## config.mk

```make
export PLATFORM = sky130hd
export DESIGN_NAME = pio_event_controller
export DESIGN_NICKNAME = d
export VERILOG_FILES = /design/src/rtl/pio_evt_pkg.sv /design/src/rtl/pio_evt_fifo.sv /design/src/rtl/pio_event_controller.sv
export SDC_FILE = /design/constraint.sdc
export NUM_CORES = 1
export LEC_CHECK = 0
export ABC_AREA = 0
export BUFFER_PORTS_ARGS = -buffer_cell sky130_fd_sc_hd__buf_2
export CORE_MARGIN = 1.5
export CORE_UTILIZATION = 56
export CTS_BUF_LIST = sky130_fd_sc_hd__clkbuf_2
export DETAILED_ROUTE_END_ITERATION = 6
export GPL_ROUTABILITY_DRIVEN = 0
export PLACE_DENSITY_LB_ADDON = 0.2
export SETUP_SLACK_MARGIN = 0.3
export SLEW_MARGIN = 25
export SYNTH_ARGS = -nofsm -noshare
export SYNTH_HDL_FRONTEND = slang
export SYNTH_SLANG_ARGS = --single-unit
```

## constraint.sdc

```tcl
create_clock -name clk -period 5.05 [get_ports clk]
set_input_delay 0.505 -clock clk [delete_from_list [all_inputs] [get_ports clk]]
set_output_delay 0.505 -clock clk [all_outputs]
set_load 0.02 [all_outputs]
```

## src/rtl/pio_evt_pkg.sv

```systemverilog
// Shared state encoding and PIO register map for the PIO event controller.
package pio_evt_pkg;

  typedef enum logic [2:0] {
    DISABLED,
    MASK_ON,
    IDLE,
    RD_ADDR,
    RD_DATA,
    CLR,
    DISPATCH,
    MASK_OFF
  } state_e;

  localparam logic [1:0] PIO_ADDR_DATA = 2'd0;
  localparam logic [1:0] PIO_ADDR_MASK = 2'd2;
  localparam logic [1:0] PIO_ADDR_EDGE = 2'd3;

endpackage

```

## src/rtl/pio_evt_fifo.sv

```systemverilog
// First-word-fall-through FIFO; accepts a push while full when a pop happens in the same cycle.
module pio_evt_fifo #(
  parameter int unsigned WIDTH = 3,
  parameter int unsigned DEPTH = 4
) (
  input  logic             clk,
  input  logic             reset_n,
  input  logic             push,
  input  logic [WIDTH-1:0] push_data,
  input  logic             pop,
  output logic [WIDTH-1:0] pop_data,
  output logic             full,
  output logic             empty
);

  localparam int unsigned AW = $clog2(DEPTH);

  logic [WIDTH-1:0] mem_q [DEPTH];
  logic [AW-1:0]    wr_q, wr_d, rd_q, rd_d;
  logic [AW:0]      cnt_q, cnt_d;
  logic             do_push, do_pop;

  assign empty    = (cnt_q == '0);
  assign full     = (cnt_q == (AW+1)'(DEPTH));
  assign pop_data = mem_q[rd_q];

  always_comb begin
    do_pop  = pop && !empty;
    do_push = push && (!full || do_pop);
    wr_d    = wr_q + AW'(do_push);
    rd_d    = rd_q + AW'(do_pop);
    cnt_d   = cnt_q + (AW+1)'(do_push) - (AW+1)'(do_pop);
  end

  always_ff @(posedge clk) begin
    if (!reset_n) begin
      wr_q  <= '0;
      rd_q  <= '0;
      cnt_q <= '0;
      for (int i = 0; i < int'(DEPTH); i++) mem_q[i] <= '0;
    end else begin
      wr_q  <= wr_d;
      rd_q  <= rd_d;
      cnt_q <= cnt_d;
      if (do_push) mem_q[wr_q] <= push_data;
    end
  end

endmodule

```

## src/rtl/pio_event_controller.sv

```systemverilog
// Services PIO edge-capture interrupts: arms the mask, reads and clears edges,
// and queues the index of each captured edge in round-robin order.
module pio_event_controller
  import pio_evt_pkg::*;
#(
  parameter int unsigned NUM_INPUTS = 5,
  parameter int unsigned FIFO_DEPTH = 4,
  localparam int unsigned CW        = $clog2(NUM_INPUTS)
) (
  input  logic                  clk,
  input  logic                  reset_n,
  input  logic                  enable,
  input  logic [NUM_INPUTS-1:0] mask_cfg,
  input  logic                  pio_irq,
  output logic [1:0]            m_address,
  output logic                  m_chipselect,
  output logic                  m_write_n,
  output logic [31:0]           m_writedata,
  input  logic [31:0]           m_readdata,
  output logic                  evt_valid,
  input  logic                  evt_ready,
  output logic [CW-1:0]         evt_code,
  output logic [15:0]           evt_count
);

  state_e                state_q, state_d;
  logic [NUM_INPUTS-1:0] pending_q, pending_d;
  logic [CW-1:0]         rr_q, rr_d;
  logic [1:0]            addr_q, addr_d;
  logic                  cs_q, cs_d;
  logic                  wn_q, wn_d;
  logic [31:0]           wd_q, wd_d;
  logic [15:0]           count_q, count_d;

  logic                  fifo_full, fifo_empty;
  logic                  push_c, pop_c;
  logic [CW-1:0]         grant_c;
  int unsigned           idx;
  logic                  found;

  assign evt_valid    = !fifo_empty;
  assign pop_c        = evt_valid && evt_ready;
  assign m_address    = addr_q;
  assign m_chipselect = cs_q;
  assign m_write_n    = wn_q;
  assign m_writedata  = wd_q;
  assign evt_count    = count_q;

  // Lowest pending bit at or above rr_q, wrapping to bit 0.
  always_comb begin
    grant_c = '0;
    found   = 1'b0;
    idx     = 0;
    for (int unsigned i = 0; i < NUM_INPUTS; i++) begin
      idx = 32'(rr_q) + i;
      if (idx >= NUM_INPUTS) idx = idx - NUM_INPUTS;
      if (!found && pending_q[CW'(idx)]) begin
        found   = 1'b1;
        grant_c = CW'(idx);
      end
    end
  end

  always_comb begin
    state_d   = state_q;
    pending_d = pending_q;
    rr_d      = rr_q;
    push_c    = 1'b0;
    count_d   = count_q + 16'(pop_c);
    addr_d    = PIO_ADDR_DATA;
    cs_d      = 1'b0;
    wn_d      = 1'b1;
    wd_d      = '0;

    case (state_q)
      DISABLED: if (enable) state_d = MASK_ON;
      MASK_ON:  state_d = IDLE;
      IDLE: begin
        if (!enable)      state_d = MASK_OFF;
        else if (pio_irq) state_d = RD_ADDR;
      end
      RD_ADDR:  state_d = RD_DATA;
      RD_DATA: begin
        pending_d = m_readdata[NUM_INPUTS-1:0] & mask_cfg;
        state_d   = CLR;
      end
      CLR:      state_d = (pending_q != '0) ? DISPATCH : IDLE;
      DISPATCH: begin
        if (!fifo_full || pop_c) begin
          push_c    = 1'b1;
          pending_d = pending_q & ~(NUM_INPUTS'(1) << grant_c);
          rr_d      = (grant_c == CW'(NUM_INPUTS - 1)) ? '0 : grant_c + CW'(1);
          if (pending_d == '0) state_d = IDLE;
        end
      end
      MASK_OFF: state_d = DISABLED;
      default:  state_d = DISABLED;
    endcase

    // Bus outputs are registered alongside the state they belong to.
    case (state_d)
      MASK_ON: begin
        addr_d = PIO_ADDR_MASK;
        cs_d   = 1'b1;
        wn_d   = 1'b0;
        wd_d   = 32'(mask_cfg);
      end
      MASK_OFF: begin
        addr_d = PIO_ADDR_MASK;
        cs_d   = 1'b1;
        wn_d   = 1'b0;
      end
      RD_ADDR, RD_DATA: begin
        addr_d = PIO_ADDR_EDGE;
        cs_d   = 1'b1;
      end
      CLR: begin
        addr_d = PIO_ADDR_EDGE;
        cs_d   = 1'b1;
        wn_d   = 1'b0;
        wd_d   = '1;
      end
      default: ;
    endcase
  end

  always_ff @(posedge clk) begin
    if (!reset_n) begin
      state_q   <= DISABLED;
      pending_q <= '0;
      rr_q      <= '0;
      addr_q    <= PIO_ADDR_DATA;
      cs_q      <= 1'b0;
      wn_q      <= 1'b1;
      wd_q      <= '0;
      count_q   <= '0;
    end else begin
      state_q   <= state_d;
      pending_q <= pending_d;
      rr_q      <= rr_d;
      addr_q    <= addr_d;
      cs_q      <= cs_d;
      wn_q      <= wn_d;
      wd_q      <= wd_d;
      count_q   <= count_d;
    end
  end

  pio_evt_fifo #(
    .WIDTH (CW),
    .DEPTH (FIFO_DEPTH)
  ) u_fifo (
    .clk       (clk),
    .reset_n   (reset_n),
    .push      (push_c),
    .push_data (grant_c),
    .pop       (pop_c),
    .pop_data  (evt_code),
    .full      (fifo_full),
    .empty     (fifo_empty)
  );

endmodule

```

==> impl_metrics.toml <==
[status]
outcome = "finished clean"

[critical_path]
crit_path_end_kind = "flop"
cp-start-kind = "flop"
worst_path_largest_cell_delay_ns = 0.55
required_ns = 5.47
worst-path-buf-inv = 2
crit_type = "flop to flop"
crit_top_cell = "ha_1"
crit_path_top_delay_cell = "mux2i_2"
path_delay_family = "multiplexers"
path_cells = "buf_4, ha_1, and3b_1, o31ai_1, xnor2_1, mux2i_2, mux2i_1, o221ai_1, o22ai_1, and3_1, inv_1, ha_1, ha_1, o21ai_0, a32oi_1, nor2b_1"
cp_max_fo = 33
arrival_ns = 4.65

[synth]
synth_top_flop_cell = "dfxtp_1"
synthArstFlopShare_pct = 0
synth_seq_area_share_pct = 31.8
synth_edf_count = 12
synthCells = 443
syn_area_per_cell_um2 = 8.81
yosys_warnings = 0
synth_fp_nets = 506
netlist_area_mm2 = 0.00390
ys_ff_latch = 56
synth_cell_types = 74

[die]
die_h_um = 86.5
start_util_pct = 57.8
row_count = 30
core_area_mm2 = 0.00676
dieArea_mm2 = 0.00748
die_w_um = 86.5
ios = 98

[global_route]
grt_max_degree = 43
globalRoute.totalOverflow = 0
grt_pass1_vias = 2954
track_usage_pct = 23.4
grt_pass1_wl_um = 14000
antenna_found_initial = 0

[cts]
cts_buffers = 5
cts_hold_buf = 0
clockBufferDepth = 2
cts_tree = "yes"
cts.clk_slew.worst_paths_ns = 0.27
root_buffer = "clkbuf_2"
post_cts_buffers = 0
cts-htree-levels = 2
cts_num_sinks = 56
post_cts_resized = 0
clkLatencyLatePin_ns = 0.47

[timing]
rsz0062_at_grt = "no"
hold_viol_final = 0
final_max_slew_viol_count = 0
period_needed_ns = 4.23
slew_headroom_pct = 55.9
layout_worst_path_cycle_share_pct = 83.7
worst_slack_ns = 0.822
tightest_slew_ns = 0.652
fmax_mhz = 237
finalSetupTns_ns = 0
setup_viol = 0
clock-skew-final_ns = 0.0218

[final_layout]
drive_gt1_share_pct = 22.2
final_common_cell = "buf_2"
diodes = 0
fin_cells = 558
fin_util_pct = 61.6
mostFrequentLayoutCells = "buf_2 (70), dfxtp_1 (44), nand2_1 (33), nor2_1 (32), and2_1 (25)"
area_growth_pct = 6.70
final_nets = 540

[run]
cap_violations = 0

[route]
firstDrtPassIters = 5
via_per_inst = 5.72
wl_per_cell_um = 14.9
vias = 3192
ant_nets = 0
wl_um = 8340
route.detailed.drc = 0
drt_iter0_markers = 250

[power]
static-leakage-power_uw = 0.00188
vdd_drop_max_mv = 0.281
power.density_mw_per_mm2 = 304

[place]
dp_hpwl_um = 6210
numPortBuffers = 70
pre_cts_ws_ns = 0.885
placed_cells = 550

[min_path]
hold_class = "input pin to flop"
[stage by stage]
| stage | total power, uW | instance area [um^2] | hold slack, ns |
|---|---|---|---|
| floorplan | 947 | 3900 | 0.573 |
| global placement | 1020 | 4090 | 0.494 |
| detailed placement | 1040 | 4090 | 0.522 |
| CTS | 1270 | 4160 | 0.216 |
| global route | 1340 | 4160 | 0.189 |
| finish | 1270 | 4160 | 0.234 |
[layout make-up]
type | count | area, um^2
inverters | 21 | 81.3
flip-flops and latches | 56 | 1240
multi-input cells | 316 | 2270
well taps | 80 | 100
fillers | 597 | 2590
repair buffers | 77 | 403
clock inverters | 3 | 46.3
clock buffers | 5 | 25.0
[cells in the mapped netlist (4+ instances only)]
master	number	area (um^2)
a21o_1	9	67.6
nand2_1	33	124
a21oi_1	10	50.1
edfxtp_1	12	360
and2_1	25	156
a31oi_1	4	25.0
o21ai_1	4	20.0
mux4_2	6	135
nor2b_1	12	75.1
xnor2_1	16	140
nand2b_1	9	56.3
xor2_1	4	35.0
clkbuf_1	15	56.3
inv_1	20	75.1
nand3_1	21	105
dfxtp_1	44	881
ha_1	19	238
buf_2	4	20.0
o211ai_1	4	30.0
buf_4	26	195
nor2_1	32	120
and3_1	8	50.1
o21ai_0	20	100
o21a_1	5	37.5
or3_1	6	37.5
mux2i_1	7	70.1
[layer usage]
layer	vias to the layer above	part of all wire [%]	GRT usage (%)
met3	11	6.0	2.95
met4	0	1.4	6.60
met1	1466	45	32.3
met5	-	0	0
met2	111	48	38.6
li1	1604	-	-
[worst paths after layout]
path	slack (ns)	endpoint	start	cells after the start
setup / recovery	0.82	pending_q[3]	rr_q[0]	16
hold / removal	0.23	m_writedata[2]	mask_cfg[2]	2
setup reg to reg	0.82	pending_q[3]	rr_q[0]	16
hold reg to reg	0.55	evt_count[10]	evt_count[10]	2
[sequential cells by signal, summed over array words and instances, names as in the netlist, 3 cells and up]
signal / flops
evt_count: 16
u_fifo.mem_q: 12
m_writedata: 6
pending_q: 5
rr_q: 3
state_q: 3
u_fifo.cnt_q: 3
[kinds of logic (layout without fill, tap and decap cells)]
family          count (synthesis)  count (layout)  share of synthesized area (%)
fa+ha+maj                      21              21                           7.12
compound gates                 95              95                           18.1
simple gates                  166             166                           22.8
buf+inv                        71             106                           10.1
xor+xnor                       20              20                           4.49
flops                          56              56                           31.8
mux                            14              14                           5.61
[power breakdown]
part	switching, uW	internal, uW	total [uW]
clock	147	86.6	234
combinational	272	185	457
sequential	63.3	512	575
[worst register-to-register path: stages (launching register included)]
cell      delay, ns
dfxtp_1        0.44
buf_4          0.35
ha_1           0.38
and3b_1        0.20
o31ai_1        0.08
xnor2_1        0.33
mux2i_2        0.55
mux2i_1        0.26
o221ai_1       0.14
o22ai_1        0.14
and3_1         0.38
inv_1          0.12
ha_1           0.21
ha_1           0.21
o21ai_0        0.22
a32oi_1        0.08
nor2b_1        0.12
No activity file was read; power rests on OpenSTA's default activity.
